<file path="src/rtl/tick_sched.sv">
// tick_sched: shared-timebase timer scheduler.
// One prescaler produces a single-cycle tick every DIV clocks. NCH countdown
// channels run off that tick. Their expirations are funnelled through a
// round-robin arbiter onto a single valid/ack event interface.
//
// Arbiter states
//   state    | meaning
//   ARB_IDLE | no event presented; loads the next pending channel if any
//   ARB_EVT  | event presented on evt_ch, held until evt_ack
module tick_sched #(
  parameter int DIV = 100000,
  parameter int NCH = 4,
  parameter int CHW = 2,
  parameter int CW  = 16
) (
  input  logic           clk,
  input  logic           reset,
  input  logic           cmd_valid,
  input  logic [CHW-1:0] cmd_ch,
  input  logic [1:0]     cmd_op,
  input  logic [CW-1:0]  cmd_period,
  output logic           tick,
  output logic [NCH-1:0] active,
  output logic [NCH-1:0] ovf,
  output logic           evt_valid,
  output logic [CHW-1:0] evt_ch,
  input  logic           evt_ack
);

  localparam int PW = (DIV > 1) ? $clog2(DIV) : 1;

  typedef enum logic {
    ARB_IDLE = 1'b0,
    ARB_EVT  = 1'b1
  } arb_state_t;

  arb_state_t     arb_state;
  arb_state_t     arb_next;
  logic           load_evt;

  logic [PW-1:0]  pre_cnt;
  logic [CW-1:0]  rem_q [NCH];
  logic [CW-1:0]  per_q [NCH];
  logic [NCH-1:0] mode_q;
  logic [NCH-1:0] pend_q;
  logic [CHW-1:0] rr_q;

  logic           cmd_start;
  logic [NCH-1:0] cmd_hit;
  logic [NCH-1:0] expire;
  logic [NCH-1:0] ack_clr;
  logic [CHW-1:0] sel_ch;
  logic [CHW-1:0] sel_idx;

  assign evt_valid = (arb_state == ARB_EVT);
  assign cmd_start = (cmd_op == 2'b01) || (cmd_op == 2'b10);

  // Prescaler: wraps at DIV-1 and emits a registered one-cycle tick.
  always_ff @(posedge clk or posedge reset) begin
    if (reset) begin
      pre_cnt <= '0;
      tick    <= 1'b0;
    end else if (pre_cnt == PW'(DIV - 1)) begin
      pre_cnt <= '0;
      tick    <= 1'b1;
    end else begin
      pre_cnt <= pre_cnt + PW'(1);
      tick    <= 1'b0;
    end
  end

  // Per-channel decode: command hit, tick-driven expiry and ack clear.
  // A command on a channel masks that channel's tick for the same cycle.
  always_comb begin
    cmd_hit = '0;
    expire  = '0;
    ack_clr = '0;
    for (int i = 0; i < NCH; i++) begin
      cmd_hit[i] = cmd_valid && (cmd_ch == CHW'(i)) && (cmd_op != 2'b00);
      expire[i]  = tick && active[i] && !cmd_hit[i] && (rem_q[i] <= CW'(1));
      ack_clr[i] = evt_valid && evt_ack && (evt_ch == CHW'(i));
    end
  end

  // Channel state: reload on start, countdown on tick, pending/overrun flags.
  always_ff @(posedge clk or posedge reset) begin
    if (reset) begin
      for (int i = 0; i < NCH; i++) begin
        rem_q[i] <= '0;
        per_q[i] <= '0;
      end
      mode_q <= '0;
      active <= '0;
      ovf    <= '0;
      pend_q <= '0;
    end else begin
      for (int i = 0; i < NCH; i++) begin
        if (cmd_hit[i]) begin
          // A zero-period start is treated as a stop.
          if (cmd_start && (cmd_period != '0)) begin
            per_q[i]  <= cmd_period;
            rem_q[i]  <= cmd_period;
            mode_q[i] <= (cmd_op == 2'b10);
            active[i] <= 1'b1;
            ovf[i]    <= 1'b0;
          end else begin
            active[i] <= 1'b0;
          end
        end else if (tick && active[i]) begin
          if (expire[i]) begin
            if (mode_q[i]) rem_q[i] <= per_q[i];
            else           active[i] <= 1'b0;
          end else begin
            rem_q[i] <= rem_q[i] - CW'(1);
          end
        end

        // An expiry in the ack cycle re-arms pend without flagging overrun.
        if (expire[i]) begin
          pend_q[i] <= 1'b1;
          if (pend_q[i] && !ack_clr[i]) ovf[i] <= 1'b1;
        end else if (ack_clr[i]) begin
          pend_q[i] <= 1'b0;
        end
      end
    end
  end

  // Round-robin pick: first pending channel after rr, wrapping; rr itself last.
  always_comb begin
    sel_ch  = rr_q;
    sel_idx = '0;
    for (int k = NCH; k >= 1; k--) begin
      sel_idx = rr_q + CHW'(k);
      if (pend_q[sel_idx]) sel_ch = sel_idx;
    end
  end

  // Arbiter next-state: present a pending event, hold it until acked.
  always_comb begin
    arb_next = arb_state;
    load_evt = 1'b0;
    unique case (arb_state)
      ARB_IDLE: begin
        if (|pend_q) begin
          arb_next = ARB_EVT;
          load_evt = 1'b1;
        end
      end
      ARB_EVT: begin
        if (evt_ack) arb_next = ARB_IDLE;
      end
      default: arb_next = ARB_IDLE;
    endcase
  end

  // Arbiter state register.
  always_ff @(posedge clk or posedge reset) begin
    if (reset) arb_state <= ARB_IDLE;
    else       arb_state <= arb_next;
  end

  // Latch the granted channel and advance the round-robin pointer.
  always_ff @(posedge clk or posedge reset) begin
    if (reset) begin
      evt_ch <= '0;
      rr_q   <= '0;
    end else if (load_evt) begin
      evt_ch <= sel_ch;
      rr_q   <= sel_ch;
    end
  end

endmodule

</file>
<file path="config.mk">
export PLATFORM = sky130hd
export DESIGN_NAME = tick_sched
export DESIGN_NICKNAME = d
export VERILOG_FILES = /design/src/rtl/tick_sched.sv
export SDC_FILE = /design/constraint.sdc
export NUM_CORES = 1
export LEC_CHECK = 0
export CORE_ASPECT_RATIO = 0.7
export CORE_MARGIN = 3
export CORE_UTILIZATION = 30
export DETAILED_ROUTE_END_ITERATION = 6
export PLACE_DENSITY = 0.46
export SYNTH_ARGS = -nofsm -noshare
export SYNTH_HDL_FRONTEND = slang
export SYNTH_SLANG_ARGS = --single-unit
</file>
<file path="constraint.sdc">
create_clock -name clk -period 9.8 [get_ports clk]
set_input_delay 1.96 -clock clk [delete_from_list [all_inputs] [get_ports clk]]
set_output_delay 1.96 -clock clk [all_outputs]
set_load 0.005 [all_outputs]
</file>
==> results.cfg <==
[power_and_ir_drop]
comb_power_share = 0.246
seqPwrFrac = 0.455
power.leakage_uw = 0.00427
p_int_uw = 1540
vdd_drop_max_uv = 107
powerDensity_nw_per_um2 = 224
switchingPower_uw = 785
clkPwrFrac = 0.298
swShare = 0.338

[setup_path]
crit_path_end_kind = flop
cp-start-kind = input pin
crit_start = cmd_period[4]
cp_data_arrival_time_ns = 5.13
critPathKind = input pin to flop
critPathMaxFanout = 15
crit_required_ns = 10.14
r2r_start = rem_q[20]$_DFFE_PP0P_

[layout]
antenna_cells = 0
layout-drive-gt1-share = 0.132
fillers = 3038
final_net_count = 1011
design_area_um2 = 10400
area_delta_synth_final_pct = 14.1

[drt]
wl_per_cell_um = 18.9
drt-initial-drc-count = 519
drc_errors = 0
firstDrtPassIters = 5
wirelength_mm = 26.2
ant_nets = 0
via_per_inst = 5.27
vias = 7328

[logic_synthesis]
ys_ff_latch = 165
synth_cells = 969
synth_top_family_by_area = simple AND/OR/NAND/NOR gates
synth_compound_area_frac = 0.170
synth_seq_area_share = 0.455
synthSimpleGateAreaFrac = 0.189
synthMuxAreaShare = 0.0792
postSynthAreaPerCell_um2 = 9.36
synthFlopType = dfrtp_1
synth_edf_count = 0
synth_cell_types = 73
syn_area_um2 = 9070
syn_nets = 1008
synthArstFlopShare = 1.00
synthXorXnorAreaFrac = 0.0415
synth-adder-area-share = 0.0207
yosys_warnings = 0

[sta]
worstMarginPinSlew_ns = 1.22
period_needed_ns = 4.79
setup_violations = 0
finClkSkew_ns = 0.0112
post-route-period-util = 0.489
relSlewSlack = 0.179
clock.fmax_ghz = 0.209
rsz0062_at_grt = false
hold_viol_final = 0
slew_violations = 0
setup_tns_ns = 0

[placement]
gp_congestion = 0.761
numPortBuffers = 35
dp_hpwl_mm = 16.7
placed_cell_area_um2 = 9760

[cts]
insertion_delay_ns = 0.45
clkSinkCount = 165
cts-root-buf = clkbuf_16
cts_buffer_depth = 2
cts-hold-fix-buffers = 0
cts_tree = done
post_cts_buffers = 0
cts.repair.resized = 0
htreeDepth = 4
cts_buffers = 17
clk_pin_slew_ns = 0.07

[floorplanning]
core_um2 = 29300
rows = 52
die-width_um = 214
fp.dieH_um = 152
die_area_um2 = 32400
ios = 36
start_util = 0.309

[flow_run]
max-cap-violations = 0

[hold_path]
hp-class = flop to flop
min_from = per_q[32]$_DFFE_PP0P_

[run_status]
status = finished, final reports clean

[global_routing]
grt.overflow.total = 0
grt_usage = 0.169
grt_max_degree = 105
grt_pass1_wl_mm = 41.7
grt_pass1_vias = 6990
antenna_found_initial = 1
[routing by layer]
metal  GRT usage  vias to the layer above  wire, µm
met5           0                        -         0
met2       0.232                      152     10700
met3      0.0303                       42       986
met4      0.0650                        0       735
li1            -                     3517         -
met1       0.261                     3617     13800
[sequential cells by signal (all words and copies together) (netlist names)]
| signal | count |
|---|---|
| tick | 1 |
| pend_q | 4 |
| ovf | 4 |
| mode_q | 4 |
| active | 4 |
| pre_cnt | 17 |
| rem_q | 64 |
| evt_ch | 2 |
| evt_valid | 1 |
| per_q | 64 |
[logic make-up (layout without fill, tap and decap cells)]
family,Yosys count,after routing
xor+xnor,43,43
flops,165,165
compound gates,245,245
buf+inv,92,108
mux,64,64
simple gates,345,345
fa+ha+maj,15,15
[synth_stat cells, types with 3 or more instances]
library cell  number  share of area
dfrtp_1          165           0.46
nand2_1          122          0.050
a21oi_1           91          0.050
nor2_1            74          0.031
mux2_2            62          0.077
o211ai_1          36          0.030
o21ai_0           35          0.019
nand3_1           34          0.019
clkbuf_1          33          0.014
inv_1             26          0.011
nor3_1            24          0.013
xnor2_1           24          0.023
a31oi_1           23          0.016
xor2_1            19          0.018
nor4_1            17          0.012
ha_1              15          0.021
buf_1             12         0.0050
or3_1             10         0.0069
buf_2              9         0.0050
o22a_1             9         0.0087
or4_1              9         0.0074
and3_1             8         0.0055
nand4_1            8         0.0055
o22ai_1            6         0.0041
o31ai_1            6         0.0050
a2bb2oi_1          5         0.0048
clkbuf_2           5         0.0028
o221ai_1           5         0.0048
a211oi_1           4         0.0033
buf_6              4         0.0050
nor3b_1            4         0.0033
or2_2              4         0.0028
a22oi_1            3         0.0025
nand2b_1           3         0.0021
nand3b_1           3         0.0025
nand4b_1           3         0.0029
nor2b_1            3         0.0021
o31a_1             3         0.0029
[power groups by stage]
| stage | sequential, µW | clock [µW] | combinational, µW |
|---|---|---|---|
| global placement | 1070 | 0 | 571 |
| detailed placement | 1060 | 0 | 573 |
| CTS | 1050 | 712 | 577 |
| finish | 1060 | 692 | 572 |
| floorplan | 999 | 0 | 467 |
| global route | 1080 | 745 | 656 |
[per-stage QoR]
step,hold slack [ns],setup slack [ns],util,instances,total power (µW)
floorplan,0.433,3.38,-,969,1470
global placement,0.455,4.61,0.333,1358,1640
detailed placement,0.461,4.60,0.333,1358,1640
CTS,0.476,5.09,0.353,1390,2340
global route,0.496,4.78,0.353,1390,2490
finish,0.475,5.01,0.353,1390,2320
[cell usage in the layout (no fill, tap or decap), types with 5 or more instances in the layout]
master and n:
o211ai_1 36, mux2_2 62, buf_4 15, a31oi_1 23, o22a_1 9, o221ai_1 5, o31ai_1 5, nand4_1 8
o22ai_1 6, nor4_1 17, or3_1 10, dfrtp_1 165, inv_6 7, a21oi_1 91, xor2_1 19, xnor2_1 24
nand3_1 34, clkbuf_16 17, o21ai_0 35, nor3_1 24, nand2_1 122, inv_1 25, or4_1 9, clkdlybuf4s50_1 35
and3_1 8, nor2_1 74, ha_1 15
[final cells by class]
| class | count | area, µm² | area share |
|---|---|---|---|
| multi-input cells | 712 | 4560 | 0.440 |
| clock buffers | 17 | 425 | 0.0411 |
| inverters | 26 | 103 | 0.00991 |
| flip-flops and latches | 165 | 4130 | 0.399 |
| well taps | 405 | 507 | 0.0489 |
| clock inverters | 15 | 168 | 0.0162 |
| repair buffers | 50 | 463 | 0.0447 |
[final timing paths]
| check | to | cells after the start | slack, ns |
|---|---|---|---|
| setup / recovery | rem_q[46]$_DFFE_PP0P_ | 8 | 5.01 |
| hold / removal | per_q[32]$_DFFE_PP0P_ | 2 | 0.48 |
| setup reg to reg | rem_q[29]$_DFFE_PP0P_ | 6 | 6.91 |
| hold reg to reg | per_q[32]$_DFFE_PP0P_ | 2 | 0.48 |
| max in group asynchronous | active[0]$_DFFE_PP0P_ | 3 | 6.24 |
| min in group asynchronous | per_q[52]$_DFFE_PP0P_ | 2 | 2.11 |
[critical path, cell delays in order]
cell and delay (ns):
clkdlybuf4s50_1 0.81, nor4_1 0.50, a41oi_1 0.32, nand2_1 0.37
buf_4 0.29, o31a_1 0.54, a21oi_1 0.11, o22a_1 0.22
Power figures use the tool's default switching activity.
